## config.mk

```make
export PLATFORM = sky130hd
export DESIGN_NAME = fetch_queue
export DESIGN_NICKNAME = d
export VERILOG_FILES = /design/src/rtl/fetch_queue.sv
export SDC_FILE = /design/constraint.sdc
export NUM_CORES = 1
export LEC_CHECK = 0
export ABC_AREA = 1
export CORE_ASPECT_RATIO = 1.75
export CORE_MARGIN = 5
export CORE_UTILIZATION = 40
export DETAILED_ROUTE_END_ITERATION = 8
export PLACE_DENSITY = 0.69
export SETUP_SLACK_MARGIN = 0.02
export SLEW_MARGIN = 20
export SYNTH_ARGS = -nofsm -noshare
export SYNTH_HDL_FRONTEND = slang
export SYNTH_SLANG_ARGS = --single-unit
```

## constraint.sdc

```tcl
create_clock -name clock -period 2.3 [get_ports clock]
set_clock_uncertainty 0.1 [all_clocks]
set_input_delay 0.345 -clock clock [delete_from_list [all_inputs] [get_ports clock]]
set_output_delay 0.345 -clock clock [all_outputs]
set_load 0.03 [all_outputs]
```

## src/rtl/fetch_queue.sv

```systemverilog
// fetch_queue: fetch PC, 1-cycle-latency imem requests and a prefetch FIFO feeding IF/ID.
// Optional FETCH_PERF_EN adds perf_fetched / perf_flushed counters.
module fetch_queue #(
    parameter int          DEPTH    = 4,
    parameter logic [31:0] RESET_PC = 32'h0000_0000
) (
    input  logic                       clock,
    input  logic                       resetn,
    output logic                       imem_req,
    output logic [31:0]                imem_addr,
    input  logic [31:0]                imem_rdata,
    output logic [31:0]                inst_out,
    output logic [31:0]                pc_out,
    output logic                       inst_valid,
    input  logic                       stall,
    input  logic                       redirect,
    input  logic [31:0]                redirect_pc,
`ifdef FETCH_PERF_EN
    output logic [31:0]                perf_fetched,
    output logic [31:0]                perf_flushed,
`endif
    output logic [$clog2(DEPTH):0]     count
);
    localparam int AW = $clog2(DEPTH);
    localparam int CW = AW + 1;
    localparam logic [CW:0] LIMIT = (CW+1)'(DEPTH);
    logic [31:0]   fetch_pc_q;
    logic          inflight_q;
    logic [31:0]   inflight_pc_q;
    logic [31:0]   pc_mem_q   [DEPTH];
    logic [31:0]   inst_mem_q [DEPTH];
    logic [AW-1:0] rd_ptr_q;
    logic [AW-1:0] wr_ptr_q;
    logic [CW-1:0] count_q;
    logic [CW:0]   occupancy;
    logic          issue;
    logic          push;
    logic          pop;
    // Credit covers both queued entries and the response still on its way back.
    assign occupancy  = {1'b0, count_q} + {{CW{1'b0}}, inflight_q};
    assign issue      = !redirect && (occupancy < LIMIT);
    assign push       = inflight_q && !redirect;
    assign pop        = inst_valid && !stall && !redirect;
    assign imem_req   = issue;
    assign imem_addr  = fetch_pc_q;
    assign inst_valid = count_q != '0;
    assign inst_out   = inst_valid ? inst_mem_q[rd_ptr_q] : '0;
    assign pc_out     = inst_valid ? pc_mem_q[rd_ptr_q] : '0;
    assign count      = count_q;
    always_ff @(posedge clock or negedge resetn) begin
        if (!resetn) begin
            fetch_pc_q    <= RESET_PC;
            inflight_q    <= 1'b0;
            inflight_pc_q <= '0;
            rd_ptr_q      <= '0;
            wr_ptr_q      <= '0;
            count_q       <= '0;
            for (int i = 0; i < DEPTH; i++) begin
                pc_mem_q[i]   <= '0;
                inst_mem_q[i] <= '0;
            end
        end else if (redirect) begin
            fetch_pc_q <= {redirect_pc[31:2], 2'b00};
            inflight_q <= 1'b0;
            rd_ptr_q   <= '0;
            wr_ptr_q   <= '0;
            count_q    <= '0;
        end else begin
            inflight_q <= issue;
            if (issue) begin
                inflight_pc_q <= fetch_pc_q;
                fetch_pc_q    <= fetch_pc_q + 32'd4;
            end
            if (push) begin
                pc_mem_q[wr_ptr_q]   <= inflight_pc_q;
                inst_mem_q[wr_ptr_q] <= imem_rdata;
                wr_ptr_q             <= wr_ptr_q + AW'(1);
            end
            if (pop)
                rd_ptr_q <= rd_ptr_q + AW'(1);
            count_q <= count_q + CW'(push) - CW'(pop);
        end
    end
`ifdef FETCH_PERF_EN
    logic [31:0] perf_fetched_q;
    logic [31:0] perf_flushed_q;
    always_ff @(posedge clock or negedge resetn) begin
        if (!resetn) begin
            perf_fetched_q <= '0;
            perf_flushed_q <= '0;
        end else begin
            if (push)
                perf_fetched_q <= perf_fetched_q + 32'd1;
            if (redirect)
                perf_flushed_q <= perf_flushed_q + 32'(occupancy);
        end
    end
    assign perf_fetched = perf_fetched_q;
    assign perf_flushed = perf_flushed_q;
`endif
    // A push into a full queue would mean the credit rule is broken.
    overflow_a: assert property (@(posedge clock) disable iff (!resetn)
        !(push && !pop && count_q == LIMIT[CW-1:0]));
endmodule

```

=== Word level (Yosys, flattened, before mapping) ===
Cells that the tools add are included.
W data, S select, Z words.

* Flip-flop bits (word level): 328
* Input bits: 68
* Output and inout bits: 101
* Word-level logic and storage cells: 60

* Add/sub/neg operators: 6
* Order comparisons: 4
* Multiplexer cells: 20
* Bitwise gates (word level): 3
* Reduce and logical (&&, ||, !) cells: 13

{| class="wikitable"
|+ Operator list
! kind !! count
|-
| $mux W32 || 9
|-
| $bwmux W128 || 2
|-
| $bmux W32 S2 || 2
|-
| $demux W32 S2 || 1
|-
| $add A32 B3 Y32 const B || 1
|-
| $mux W2 || 4
|-
| $ge A3 B3 Y1 const B || 2
|-
| $not A2 Y3 || 2
|-
| $reduce_bool A2 Y1 || 3
|-
| $logic_and A1 B1 Y1 || 5
|-
| $add A2 B1 Y2 const B || 2
|-
| $add A3 B1 Y4 || 1
|-
| $lt A4 B3 Y1 const B || 1
|-
| $reduce_and A2 Y1 || 2
|-
| $add A3 B1 Y3 || 1
|-
| $lt A3 B1 Y1 const B || 1
|-
| $mux W3 || 1
|-
| $reduce_bool A3 Y1 || 1
|-
| $sub A3 B1 Y3 || 1
|-
| $logic_not A1 Y1 || 2
|-
| $mux W1 || 1
|-
| $not A1 Y1 || 1
|}

=== Depth between registers and ports, before layout ===
* Depth in word-level cells: 6
* Mapped depth: 13
* Gate-level depth less buffers: 13

=== Least setup slack after synthesis ===
No wires, ideal clock.

* Path kind: register -> register
* Start point: register count_q[2] (netlist: count[2])
* End point: register count_q[2] (netlist: count[2])
* Setup time: 0.123 ns
* Arrival time: 2.162 ns
* Required time: 2.077 ns
* Slack: -0.086 ns
* Cell stages (with the launch flop): 14
* Path buffers: 0
* Clock period less this slack: 2.386 ns
* Cell sequence: dfrtp_1 > inv_1 > nand2_2 > nor2_2 > nor2_1 > inv_1 > nor2_1 > ha_1 > inv_1 > ha_1 > inv_1 > fa_1 > o21ai_0 > a21oi_1

* Cells in the longest elaborated chain, start to end: 5
* Elaborated cells on any way between the ends: 6
* Classes of those cells: add/sub: 2; mux: 1; reduce/logical: 3

{| class="wikitable"
|+ Ends and longest elaborated chain
! item !! RTL line !! RTL
|-
| start: declaration || 34 || <nowiki>logic [CW-1:0] count_q;</nowiki>
|-
| start signal: assignment || 81 || <nowiki>count_q <= count_q + CW'(push) - CW'(pop);</nowiki>
|-
| parallel branches: the longest is 3 deep, another holds $add A3 B1 Y3 || - ||
|-
| $sub A3 B1 Y3 (*) || 81 ||
|-
| $mux W3 (*) || 62 || <nowiki>end else if (redirect) begin</nowiki>
|}

Mark *: on every way between the ends.
A chain may end at the register's enable or synchronous reset.

=== Worst setup path after layout ===
* Start point: register rd_ptr_q[0]
* End point: output pc_out[24]

* Cells in the longest elaborated chain, start to end: 5

{| class="wikitable"
|+ Ends and longest elaborated chain
! item !! RTL line !! RTL
|-
| start: declaration || 32 || <nowiki>logic [AW-1:0] rd_ptr_q;</nowiki>
|-
| start signal: assignment || 80 || <nowiki>rd_ptr_q <= rd_ptr_q + AW'(1);</nowiki>
|-
| $not A2 Y3 (implied by the code) || 48 || <nowiki>assign pc_out = inst_valid ? pc_mem_q[rd_ptr_q] : '0;</nowiki>
|-
| $bmux W32 S2 || 48 ||
|-
| $mux W32 (implied by the code) (2 in a row) || 48 ||
|-
| $mux W32 || 48 ||
|-
| end: declaration || 13 || <nowiki>output logic [31:0] pc_out,</nowiki>
|}

Every way passes these cells. The select of a mux whose other input is x is not followed.

==> run_results.csv <==
group,metric,value,unit
timing,finalHoldViolations,0,
synthesis,synthSimpleGateAreaFrac,21.2,%
synthesis,synth_fa_ha_area_share,0.800,%
floorplanning,start_util,40.1,%
hold_path,hp-class,"primary input to asynchronous set/reset pin",
grt,first_global_vias,13083,
synthesis,muxShareOfSynthArea,0,%
pwr,p_switching,11.1,mW
clock_tree,clk_path_buf_depth,3,
outcome,status,"complete, but fails checks",
floorplanning,die-height,266,um
floorplanning,pin_count,169,
timing,slew_violations,0,
pwr,total_power,27.2,mW
floorplanning,fp.dieW,156,um
placement,hpwl,27.7,mm
synthesis,netlist_area,15000,sq um
critical_path,required,1860,ps
pwr,pwr-share-comb,46.5,%
synthesis,synth_xor_area_share,0.583,%
timing,period_share,112,%
placement,post-place-ws,-214,ps
synthesis,syn_area_per_cell,8.07,sq um
detailed_routing,routed_wl,44.3,mm
clock_tree,worst_skew_pair.late_latency,560,ps
pwr,power_switching_share,40.9,%
detailed_routing,dr.pass1.iters,5,
detailed_routing,vias_per_cell,5.16,
synthesis,synth_top_area_cell,"dfrtp_1",
synthesis,ys_ff_latch,316,
grt,grt_pass1_wl,68.6,mm
floorplanning,core-area,37400,sq um
synthesis,ys_types,33,
critical_path,path_max_fanout,10,
timing,relSlewSlack,58.8,%
synthesis,netlist_top_cells_area,"dfrtp_1 53%, o21ai_0 13%, nand2_1 9.9%",
layout,fin_cells,2552,
layout,drive_above_1_share,16.2,%
clock_tree,htreeDepth,1,
clock_tree,clk_pin_slew,60,ps
critical_path,cpMostUsedCell,"nor2_1",
timing,fmax,389,MHz
synthesis,synth_edf_count,0,
placement,port-buffer-count,162,
critical_path,max_stage_delay,550,ps
grt,grt_overflow,0,
detailed_routing,drt_iter0_drc,947,
critical_path,cp-end-kind,"output port",
pwr,p_seq_share,35.0,%
detailed_routing,drc,0,
synthesis,seq_area_frac_synth,52.7,%
synthesis,synth_compound_area_share,16.5,%
pwr,power_density,1390,nW/um^2
clock_tree,cts_tree,"done",
run,cap_violations,0,
detailed_routing,postRouteAntennaNets,0,
synthesis,synth_top_family_by_area,"simple AND/OR/NAND/NOR gates",
critical_path,crit_slowest_cell,"dfrtp_4",
outcome,violations,"negative setup slack",
pwr,p_leak,9.09,nW
layout,nFillCells,3474,
floorplanning,num_rows,94,
placement,gp_routability_congestion,0.899,
timing,fin_ws,-273,ps
synthesis,synthTopCellsByCount,"396 x nand2_1, 395 x o21ai_0, 316 x dfrtp_1",
timing,setup_viol,62,
clock_tree,numCtsBuffers,30,
placement,dp_cells,2456,
critical_path,worstSetupPathType,"register to output port",
synthesis,synthFlopType,"dfrtp_1",
pwr,vdd_drop_max,715,uV
pwr,p_int,16.1,mW
critical_path,crit_chain,"buf_12, buf_16, nor2_1, nor2_1, o21ai_0, a21oi_2, buf_4, buf_6",
grt,grt_antenna_before_repair,1,
floorplanning,dieArea,41700,sq um
timing,finalCriticalPeriod,2570,ps
clock_tree,cts_root_buffer,"clkbuf_16",
grt,grt_max_degree,73,
clock_tree,clock-sinks,316,
synthesis,yosysMostFrequentCell,"nand2_1",
grt,grt_usage,20.3,%
synthesis,yosysTopAreaCellShare,52.7,%
synthesis,synth-async-reset-ratio,100,%
synthesis,synth_cells,1860,
timing,grt_setup_unrepaired,"true",
detailed_routing,routedWlPerCell,17.4,um
detailed_routing,dr_total_vias,13172,
layout,finalNetCount,2125,
timing,tightest_slew,616,ps
critical_path,start_kind,"register",
critical_path,critPathArrivalTime,2130,ps
synthesis,ys_warn_count,0,
layout,area_growth_syn_to_layout,30.1,%
pwr,clock_power_share,18.6,%
cells by family after synthesis:
group                      Yosys count
and+or+nand+nor                    782
AOI/OAI and AO/OA                  492
DFF                                316
buffers and inverters              250
xor gates and xnor gates            10
adders and majority gates            9
other                                1
placed cells by master, fill, tap and decap left out, types with 14 or more instances in the layout:
| cell type | n |
|---|---|
| dfrtp_1 | 312 |
| o21ai_0 | 303 |
| buf_12 | 37 |
| a21oi_2 | 23 |
| nand4_1 | 14 |
| nor2_2 | 45 |
| buf_4 | 73 |
| inv_1 | 128 |
| clkbuf_16 | 39 |
| nor2_1 | 244 |
| nand3_1 | 39 |
| nor2_4 | 25 |
| nand2_1 | 396 |
| o21ai_1 | 104 |
| a21oi_1 | 54 |
| clkdlybuf4s50_1 | 87 |
| buf_6 | 39 |
worst paths after layout:
check | depth (start not counted) | startpoint | to | slack (ps)
setup / recovery | 8 | rd_ptr_q[0] | pc_out[24] | -270
setup reg to reg | 13 | count[2] | count[2] | 160
hold / removal | 2 | resetn | pc_mem_q[94] | 170
min in group clock | 3 | redirect_pc[11] | imem_addr[11] | 250
max in group asynchronous | 4 | resetn | inst_mem_q[124] | 1190
hold reg to reg | 2 | inst_mem_q[15] | inst_mem_q[15] | 380
cell type report:
class	count	area (sq um)	area share (%)
Sequential cell	316	7920	40.5
Tap cell	480	601	3.08
Timing Repair Buffer	270	3260	16.7
Multi-Input combinational cell	1297	6230	31.9
Inverter	133	514	2.63
Antenna cell	1	2.50	0.0128
Clock inverter	10	110	0.564
Clock buffer	45	898	4.60
metal layers:
metal / wire length [um] / vias up / track usage (%)
li1: - / 6367 / -
met1: 17300 / 6289 / 24.9
met2: 23100 / 412 / 36.0
met3: 1970 / 104 / 1.82
met4: 1930 / 0 / 9.25
met5: 0 / - / 0
state kept, by name, summed over array words and instances (netlist names):
signal,cells
inflight_pc_q,30
wr_ptr_q,2
rd_ptr_q,2
count,3
imem_addr,30
inst_mem_q,128
pc_mem_q,120
inflight_q,1
power by group through the flow:
stage	logic (mW)	clock network, mW	registers [mW]
after global placement	10.4	0	9.24
after floorplan	6.44	0	9.31
after global routing	13.8	5.38	9.77
final	12.6	5.05	9.49
after CTS	11.7	5.17	9.33
after detailed placement	10.6	0	9.34
per-stage QoR:
step / cell area (sq um) / TNS (ps) / util (%) / hold slack, ps
floorplan: 15000 / 0 / - / -50.6
global placement: 17300 / -2260 / 46.3 / 165
detailed placement: 17300 / -3290 / 46.3 / 167
CTS: 18900 / -15130 / 50.6 / 160
global route: 19500 / -16610 / 52.2 / 199
finish: 19500 / -10770 / 52.2 / 171
worst max-delay path: cells and delay by family, from the launching register on:
| kind | cells | cell delay [ps] |
|---|---|---|
| DFF | 1 | 550 |
| buffers and inverters | 4 | 590 |
| AOI/OAI and AO/OA | 2 | 300 |
| and+or+nand+nor | 2 | 130 |
timing repair:
item | 4_1_cts | 5_1_grt
hold buffers | 1 | 0
gates resized for setup | 257 | 160
endpoints found under the setup margin | 66 | 73
cloned | 7 | 11
pin swaps | 28 | 69
hold endpoints to repair | 164 | 0
buffers inserted | 11 | 16
Power figures use the tool's default switching activity.
